--- src/rtl/nn_pkg.sv ---
// nn_pkg: shared widths, FSM state type and index-counter width helper for the dense-layer engines.
// Contents: DATA_W (operand width), ACC_W (accumulator width), state_t {IDLE, RUN, DONE}, cnt_w().
package nn_pkg;

    localparam int DATA_W = 8;
    localparam int ACC_W  = 16;

    typedef enum logic [1:0] {IDLE, RUN, DONE} state_t;

    // Width of a counter walking v positions of the M x N loop; kept at least 1 so a
    // single-entry dimension still gets a real register bit.
    function automatic int cnt_w(input int v);
        return (v > 1) ? $clog2(v) : 1;
    endfunction

endpackage

--- src/rtl/bwd_mac.sv ---
// bwd_mac: combinational multiply-accumulate step for the backward pass.
// Ports: w, g (8-bit weight and gradient), acc (16-bit running sum) -> next_acc (16-bit).
// Build option DX_SAT_EN: when defined, sums above 16'hFFFF clamp; otherwise they wrap modulo 2^16.
module bwd_mac
    import nn_pkg::*;
(
    input  logic [DATA_W-1:0] w,
    input  logic [DATA_W-1:0] g,
    input  logic [ACC_W-1:0]  acc,
    output logic [ACC_W-1:0]  next_acc
);

    logic [ACC_W:0] sum;

    always_comb begin
        sum = {1'b0, acc} + (ACC_W+1)'(w) * (ACC_W+1)'(g);
`ifdef DX_SAT_EN
        next_acc = sum[ACC_W] ? '1 : sum[ACC_W-1:0];
`else
        next_acc = sum[ACC_W-1:0];
`endif
    end

endmodule

--- src/rtl/dense_backward_seq.sv ---
// dense_backward_seq: sequential dense-layer input gradient dx = W^T * dy, one MAC per clock.
// Ports: clk, rst (sync, active high); in_valid/in_ready with W [0:M-1][0:N-1] x 8b and dy [0:M-1] x 8b;
//        out_valid/out_ready with dx [0:N-1] x 16b.
// Build option DX_SAT_EN (in bwd_mac): saturating instead of wrapping accumulation.
module dense_backward_seq
    import nn_pkg::*;
#(
    parameter int N = 2,
    parameter int M = 2
) (
    input  logic                                 clk,
    input  logic                                 rst,
    input  logic                                 in_valid,
    output logic                                 in_ready,
    input  logic [0:M-1][0:N-1][DATA_W-1:0]      W,
    input  logic [0:M-1][DATA_W-1:0]             dy,
    output logic                                 out_valid,
    input  logic                                 out_ready,
    output logic [0:N-1][ACC_W-1:0]              dx
);

    localparam int IW = cnt_w(M);
    localparam int JW = cnt_w(N);

    state_t                          state_q, state_d;
    logic [0:M-1][0:N-1][DATA_W-1:0] w_q;
    logic [0:M-1][DATA_W-1:0]        dy_q;
    logic [0:N-1][ACC_W-1:0]         dx_q;
    logic [ACC_W-1:0]                acc_q, next_acc;
    logic [IW-1:0]                   i_q;
    logic [JW-1:0]                   j_q;
    logic                            last_i, last_j;

    assign last_i    = i_q == IW'(M - 1);
    assign last_j    = j_q == JW'(N - 1);
    assign in_ready  = state_q == IDLE;
    assign out_valid = state_q == DONE;
    assign dx        = dx_q;

    bwd_mac u_mac (
        .w        (w_q[i_q][j_q]),
        .g        (dy_q[i_q]),
        .acc      (acc_q),
        .next_acc (next_acc)
    );

    always_comb begin
        state_d = state_q;
        if (state_q == IDLE && in_valid)          state_d = RUN;
        if (state_q == RUN && last_i && last_j)   state_d = DONE;
        if (state_q == DONE && out_ready)         state_d = IDLE;
    end

    always_ff @(posedge clk) begin
        if (rst) begin
            state_q <= IDLE;
            acc_q   <= '0;
            i_q     <= '0;
            j_q     <= '0;
            dx_q    <= '0;
        end else begin
            state_q <= state_d;
            if (in_ready && in_valid) begin
                w_q   <= W;
                dy_q  <= dy;
                acc_q <= '0;
                i_q   <= '0;
                j_q   <= '0;
            end else if (state_q == RUN) begin
                // Column j finishes on its last row: commit the column sum and restart the accumulator.
                if (last_i) begin
                    dx_q[j_q] <= next_acc;
                    acc_q     <= '0;
                    i_q       <= '0;
                    j_q       <= last_j ? '0 : j_q + 1'b1;
                end else begin
                    acc_q <= next_acc;
                    i_q   <= i_q + 1'b1;
                end
            end
        end
    end

endmodule

--- config.mk ---
export PLATFORM = sky130hd
export DESIGN_NAME = dense_backward_seq
export DESIGN_NICKNAME = d
export VERILOG_FILES = /design/src/rtl/nn_pkg.sv /design/src/rtl/bwd_mac.sv /design/src/rtl/dense_backward_seq.sv
export SDC_FILE = /design/constraint.sdc
export NUM_CORES = 1
export LEC_CHECK = 0
export ABC_AREA = 1
export CAP_MARGIN = 20
export CORE_ASPECT_RATIO = 2
export CORE_MARGIN = 1.5
export CORE_UTILIZATION = 60
export DETAILED_ROUTE_END_ITERATION = 12
export GPL_ROUTABILITY_DRIVEN = 0
export GPL_TIMING_DRIVEN = 0
export PLACE_DENSITY = 0.83
export SYNTH_ARGS = -nofsm -noshare
export SYNTH_HDL_FRONTEND = slang
export SYNTH_SLANG_ARGS = --single-unit
export TNS_END_PERCENT = 50
--- constraint.sdc ---
create_clock -name clk -period 8.34 [get_ports clk]
set_input_delay 2.502 -clock clk [delete_from_list [all_inputs] [get_ports clk]]
set_output_delay 2.502 -clock clk [all_outputs]
set_load 0.02 [all_outputs]
==> summary.txt, run 1 <==
Setup path
  – Critical Path AT: 5.77 ns
  – WS Path Type: register to register
  – Critical Path Fanout Max: 10
  – WP data required: about 8.6 ns
  – Setup crit end kind: register
  – Setup crit start kind: register

Pwr
  – Leak: 3.72 nW
  – Maximum VDD drop: about 230 uV
  – PD cells: 331 nW/um^2

Placed design
  – Pre-CTS WS: 2.97 ns
  – Placed insts: 982
  – PortBufs: 84
  – Post-DP HPWL: 12200 um

CTS
  – TritonCTS buffer count: 9
  – CTS tree: done
  – Root Driver: clkbuf_16
  – Clk Latency, worst-skew pair: 0.35 ns
  – Post-CTS Setup Bufs: 0
  – H-tree depth: 3
  – Clk buf depth: 2
  – CTS Sinks: 100
  – Resized cells post-CTS: 0
  – Reg clk slew, reported paths: ~0.070 ns
  – Hold-fix buffers, CTS: 0

Drt
  – Wire length per cell: 14.9 um
  – DRT Pass-1 Iters: 5
  – DRT antenna net count: 0
  – Vias: 5267
  – Number of DRC markers in iteration 0: 340
  – DR vias/cell: 5.28
  – DRC errors left: 0
  – Routed WL: roughly 15000 um

Die
  – I/O Pins: 86
  – Die Ht: between 100 and 150 um
  – FP Rows: 53
  – Starting density of the core: 61.4%
  – Core area: around 10000 sq um
  – Die W: between 70 and 80 um
  – Die area: roughly 11000 sq um

STA
  – Slew Viols, Final: 0
  – Worst-Margin Slew: 0.851 ns
  – RSZ-0062 raised after global routing: false
  – Setup tns final: 0 ns
  – Final hold vios: 0
  – Min Tclk post-route: 5.50 ns
  – Clock Skews: ~0.010 ns
  – Post-route clock period utilization: 66.0%
  – Hold_ws: 0.477 ns
  – Final WS setup: 2.84 ns
  – Relative slew margins: between 40% and 50%
  – Fmax: between 150 and 200 MHz
  – # setup viols final: 0

Logic synthesis
  – Synth top area share: 22.4%
  – Top cells by count, synth: nand2_1 (181), inv_1 (163), nor2_1 (72)
  – Post-Synthesis Cells: 760
  – Cell accounting for the most synthesized area: edfxtp_1
  – Number of synthesized flops with an enable pin: 48
  – Post-Syn Area: 6430 sq um
  – Top post-synthesis cells by area: edfxtp_1 (22%), dfxtp_1 (16%), fa_1 (16%)
  – Syn Nets: 897
  – Post-synth top flop: dfxtp_1
  – Register area share after synthesis: 38.6%
  – Yosys warnings: 0
  – Seq cells post-synth: 100
  – Top-count cell post-synth: nand2_1
  – Distinct cells, synth: 35
  – Asr flop ratio synth: 0%
  – Syn avg cell area: 8.46 sq um

Final layout
  – Final core area utilization: 74.1%
  – Multi-input logic area: 3210 sq um
  – Share of cells above drive strength 1: 6.04%
  – Area growth, synth to finish: 20.8%
  – # nets final: 993
  – Layout fillers: between 700 and 800
  – Diodes inserted: 0
  – Register area: 2480 sq um
  – Finished Layout Cells: 998

Hold path
  – Hold Path Class: register to register

Job
  – Max Cap Viol: 0

Global routing
  – Largest net degree at the start of global routing: 42
  – Total gr overflow: 0
  – Initial antenna violation count: 0
  – Global-route wire length before repair: 24200 um
  – GRT Resource Usage Total: 27.6%
  – Vias in the first global route: 5408

Run status
  – Status: finished clean
-- layer usage --
metal / wire length (um) / track usage (%) / vias to the layer above / part of all wire [%]
li1: - / - / 2520 / -
met1: 4750 / 24.0 / 2476 / 32
met2: 8310 / 53.8 / 194 / 56
met3: 557 / 4.16 / 77 / 3.7
met4: 1270 / 23.0 / 0 / 8.5
met5: 0 / 0 / - / 0
-- where the power goes --
| group | switching, mW | internal, mW | total (mW) |
|---|---|---|---|
| logic | 1.05 | 0.540 | 1.59 |
| clock network | 0.194 | 0.216 | 0.410 |
| registers | 0.0187 | 0.550 | 0.569 |
-- logic make-up (layout without fill, tap and decap cells) --
kind of cell | count (synthesis) | count (layout) | synth area share, %
xor gates and xnor gates | 9 | 9 | 1.23
adders and majority gates | 85 | 85 | 22.4
buffers and inverters | 186 | 287 | 11.5
DFF | 100 | 100 | 38.6
AOI/OAI and AO/OA | 79 | 79 | 6.85
and+or+nand+nor | 301 | 301 | 19.4
-- worst max-delay path: stages, from the launching register on --
cell and delay (ns):
dfxtp_1 0.34, inv_2 0.18, buf_1 0.38, nand2_1 0.09, nand3_1 0.08, nand2_1 0.20
inv_1 0.26, nand2_1 0.12, fa_1 0.54, inv_1 0.05, fa_1 0.49, fa_1 0.49
inv_1 0.05, fa_1 0.53, inv_1 0.04, ha_1 0.35, nand2_1 0.12, nor2_1 0.20
nand3_1 0.15, nand2_1 0.13, xor2_1 0.32, nand2_1 0.11, a21oi_1 0.18
-- cell type report --
type / count / share of cell area [%]
timing repair buffer: 85 / 11.1
multi-input combinational: 474 / 41.4
inverter: 169 / 8.30
buffer: 17 / 1.26
clock buffer: 10 / 3.08
sequential: 100 / 32.0
clock inverter: 6 / 0.725
tap: 137 / 2.21
-- final timing paths --
check / endpoint / startpoint / slack [ns] / depth (start not counted)
max: acc_q[11] / i_q / 2.84 / 22
min: dx[21] / dx[21] / 0.48 / 2
max reg2reg: acc_q[11] / i_q / 2.84 / 22
min reg2reg: dx[21] / dx[21] / 0.48 / 2
-- through the flow --
| step | instance area (sq um) | power [mW] |
|---|---|---|
| 2_1_floorplan | 6430 | 1.71 |
| 3_3_place_gp | 7440 | 2.05 |
| 3_5_place_dp | 7470 | 2.11 |
| 4_1_cts | 7760 | 2.54 |
| 5_1_grt | 7760 | 2.78 |
| 6_report | 7760 | 2.57 |
-- sequential cells by signal, indices dropped and copies added (netlist names) --
register / cells
i_q: 1
dy_q: 16
acc_q: 16
j_q: 1
w_q: 32
dx: 32
state_q: 2
-- cell usage in the layout (no fill, tap or decap), types with 4 or more instances in the layout --
cell,synthesis,layout
or2_2,6,6
clkbuf_16,0,9
o21bai_1,6,6
nand2_1,181,181
inv_1,163,163
ha_1,35,35
a21oi_1,32,32
clkdlybuf4s50_1,0,84
xnor2_1,4,4
buf_2,9,9
nor2_1,72,71
nand3_1,32,32
edfxtp_1,48,48
o21ai_0,29,29
dfxtp_1,52,52
xor2_1,5,5
fa_1,50,50
Note: power is estimated with default switching activity, not from simulation.
==> run 2: changes to the inputs <==
Settings changed: CORE_UTILIZATION 60 to 51, PLACE_DENSITY 0.83 to 0.75.
Clock period 8.34 ns to 4.6 ns, I/O delays scaled along.
==> run 2 against run 1 <==
The flow now finishes with violations (setup timing); setup slack got worse by 3.0 ns; clock power increased by 85%; sequential power up 81%; register-to-register slack got worse by 3.0 ns; via count grew 5.7%; flip-flop and latch count unchanged; clock skew rose by 0.0046 ns; fmax rose by 16%; die area is 17% higher; critical endpoint is now acc_q[13]; highest routed layer unchanged.
==> summary.txt, run 2 (synthesis gave the netlist of run 1 again) <==
STA
  – # setup viols final: 11
  – Fmax: 210 MHz
  – Clock Skews: 0.0147 ns
  – RSZ-0062 raised after global routing: true
  – Post-route clock period utilization: 103%
  – Relative slew margins: 62.4%
  – Final hold vios: 0
  – Slew Viols, Final: 0
  – Final WS setup: -0.156 ns
  – Worst-Margin Slew: 0.564 ns
  – Min Tclk post-route: between 4 and 5 ns
  – Setup tns final: -0.618 ns

Final layout
  – Diodes inserted: 0
  – Layout fillers: approximately 820
  – Final non-filler cell area: 8720 sq um
  – # nets final: around 1000
  – Area growth, synth to finish: 35.6%
  – Final core area utilization: 71.5%
  – Share of cells above drive strength 1: 23.1%
  – Most frequent cells in the layout: nand2_1 (142), inv_1 (142), clkdlybuf4s50_1 (84), nor2_1 (62), dfxtp_1 (51)
  – Finished Layout Cells: 1040

Run status
  – Status: complete, but fails checks
  – Failing checks: setup timing

CTS
  – TritonCTS buffer count: 9
  – H-tree depth: 3
  – Reg clk slew, reported paths: 0.08 ns
  – CTS Sinks: 100
  – Hold-fix buffers, CTS: 0
  – Clk buf depth: 2
  – CTS tree: done
  – Root Driver: clkbuf_16
  – Clk Latency, worst-skew pair: 0.37 ns

Drt
  – Routed WL: 17500 um
  – Vias: 5569
  – Number of DRC markers in iteration 0: 254
  – DR vias/cell: 5.35
  – Wire length per cell: 16.8 um
  – DRT Pass-1 Iters: 5
  – DRT antenna net count: 0
  – DRC errors left: 0

Global routing
  – Met1 usage: 24.1%
  – GRT Resource Usage Total: 25.5%
  – Met2 Resource Use GR: 45.8%
  – Initial antenna violation count: 0
  – Global-route wire length before repair: between 20000 and 30000 um
  – Largest net degree at the start of global routing: 40
  – Total gr overflow: 0
  – Met3 Usage GRT: 4.21%
  – Vias in the first global route: 5698
  – Gr busiest metal: met2

Pwr
  – Total power draw: roughly 6.6 mW
  – Maximum VDD drop: just over 600 uV
  – Leak: 4.01 nW
  – PD cells: approximately 750 nW/um^2

Placed design
  – Placed insts: 992
  – Placed Area: 7480 sq um
  – Post-DP HPWL: roughly 12000 um
  – PortBufs: 84

Setup path
  – Critical Path AT: 5.00 ns
  – WS Path Type: register to register
  – Critical Path Fanout Max: 7
  – WP data required: 4.85 ns
  – Setup crit start kind: register
  – Setup crit end kind: register

Die
  – Starting density of the core: between 50% and 60%
  – I/O Pins: 86
  – Die Ht: 162 um
  – Die W: 82.4 um
  – Core area: 12200 sq um
  – Die area: 13300 sq um
  – FP Rows: 57

Job
  – Max Cap Viol: 0

Hold path
  – Hold Path Class: register to register
## run 2: metrics by stage
step / hold slack [ns] / setup slack (ns)
2_1_floorplan: 0.444 / 0.130
3_3_place_gp: 0.457 / -0.744
3_5_place_dp: 0.457 / -0.842
4_1_cts: 0.469 / 0.00243
5_1_grt: 0.494 / -0.253
6_report: 0.472 / -0.156
## run 2: report_power, final
part | internal, mW | switching [mW]
sequential | 0.997 | 0.0362
combinational | 1.80 | 2.96
clock | 0.382 | 0.378
total | 3.18 | 3.37
## run 2: worst max-delay path, cell delays in order, from the launching register on
cell,delay (ns)
dfxtp_4,0.39
buf_8,0.14
buf_12,0.14
nand2_2,0.05
nand3_2,0.07
nand2_2,0.08
buf_4,0.16
inv_6,0.09
nand2_1,0.07
fa_1,0.48
fa_1,0.58
fa_1,0.46
fa_1,0.55
inv_1,0.07
ha_4,0.28
nand2_1,0.09
nand2_1,0.13
a21oi_2,0.25
nand4_1,0.19
buf_4,0.19
nand3_2,0.10
a21oi_2,0.07
## run 2: what timing repair did
item / 4_1_cts / 5_1_grt
gates resized for setup: 84 / 116
gates cloned: 0 / 1
setup endpoints to repair: 30 / 30
pin swaps: 10 / 62
endpoints found under the hold margin: 0 / 0
setup buffers: 17 / 14
## run 2: final timing paths
check	start	endpoint	slack (ns)	depth (start not counted)
worst max register to register	i_q	acc_q[13]	-0.16	21
worst min register to register	dx[21]	dx[21]	0.47	2
worst max-delay path	i_q	acc_q[13]	-0.16	21
worst min-delay path	dx[21]	dx[21]	0.47	2
## run 2: metal layers
layer | routed length (um) | up-vias
met5 | 0 | -
met4 | 1660 | 0
met3 | 738 | 111
met2 | 9370 | 248
met1 | 5730 | 2629
li1 | - | 2581
## run 2: cell type report
type,count,area [sq um],area share (%)
Timing Repair Buffer,117,1130,13.0
Sequential cell,100,2490,28.5
Buffer,17,145,1.66
Tap cell,147,184,2.11
Clock buffer,9,225,2.58
Multi-Input combinational cell,474,3810,43.7
Inverter,169,671,7.69
Clock inverter,7,65.1,0.746
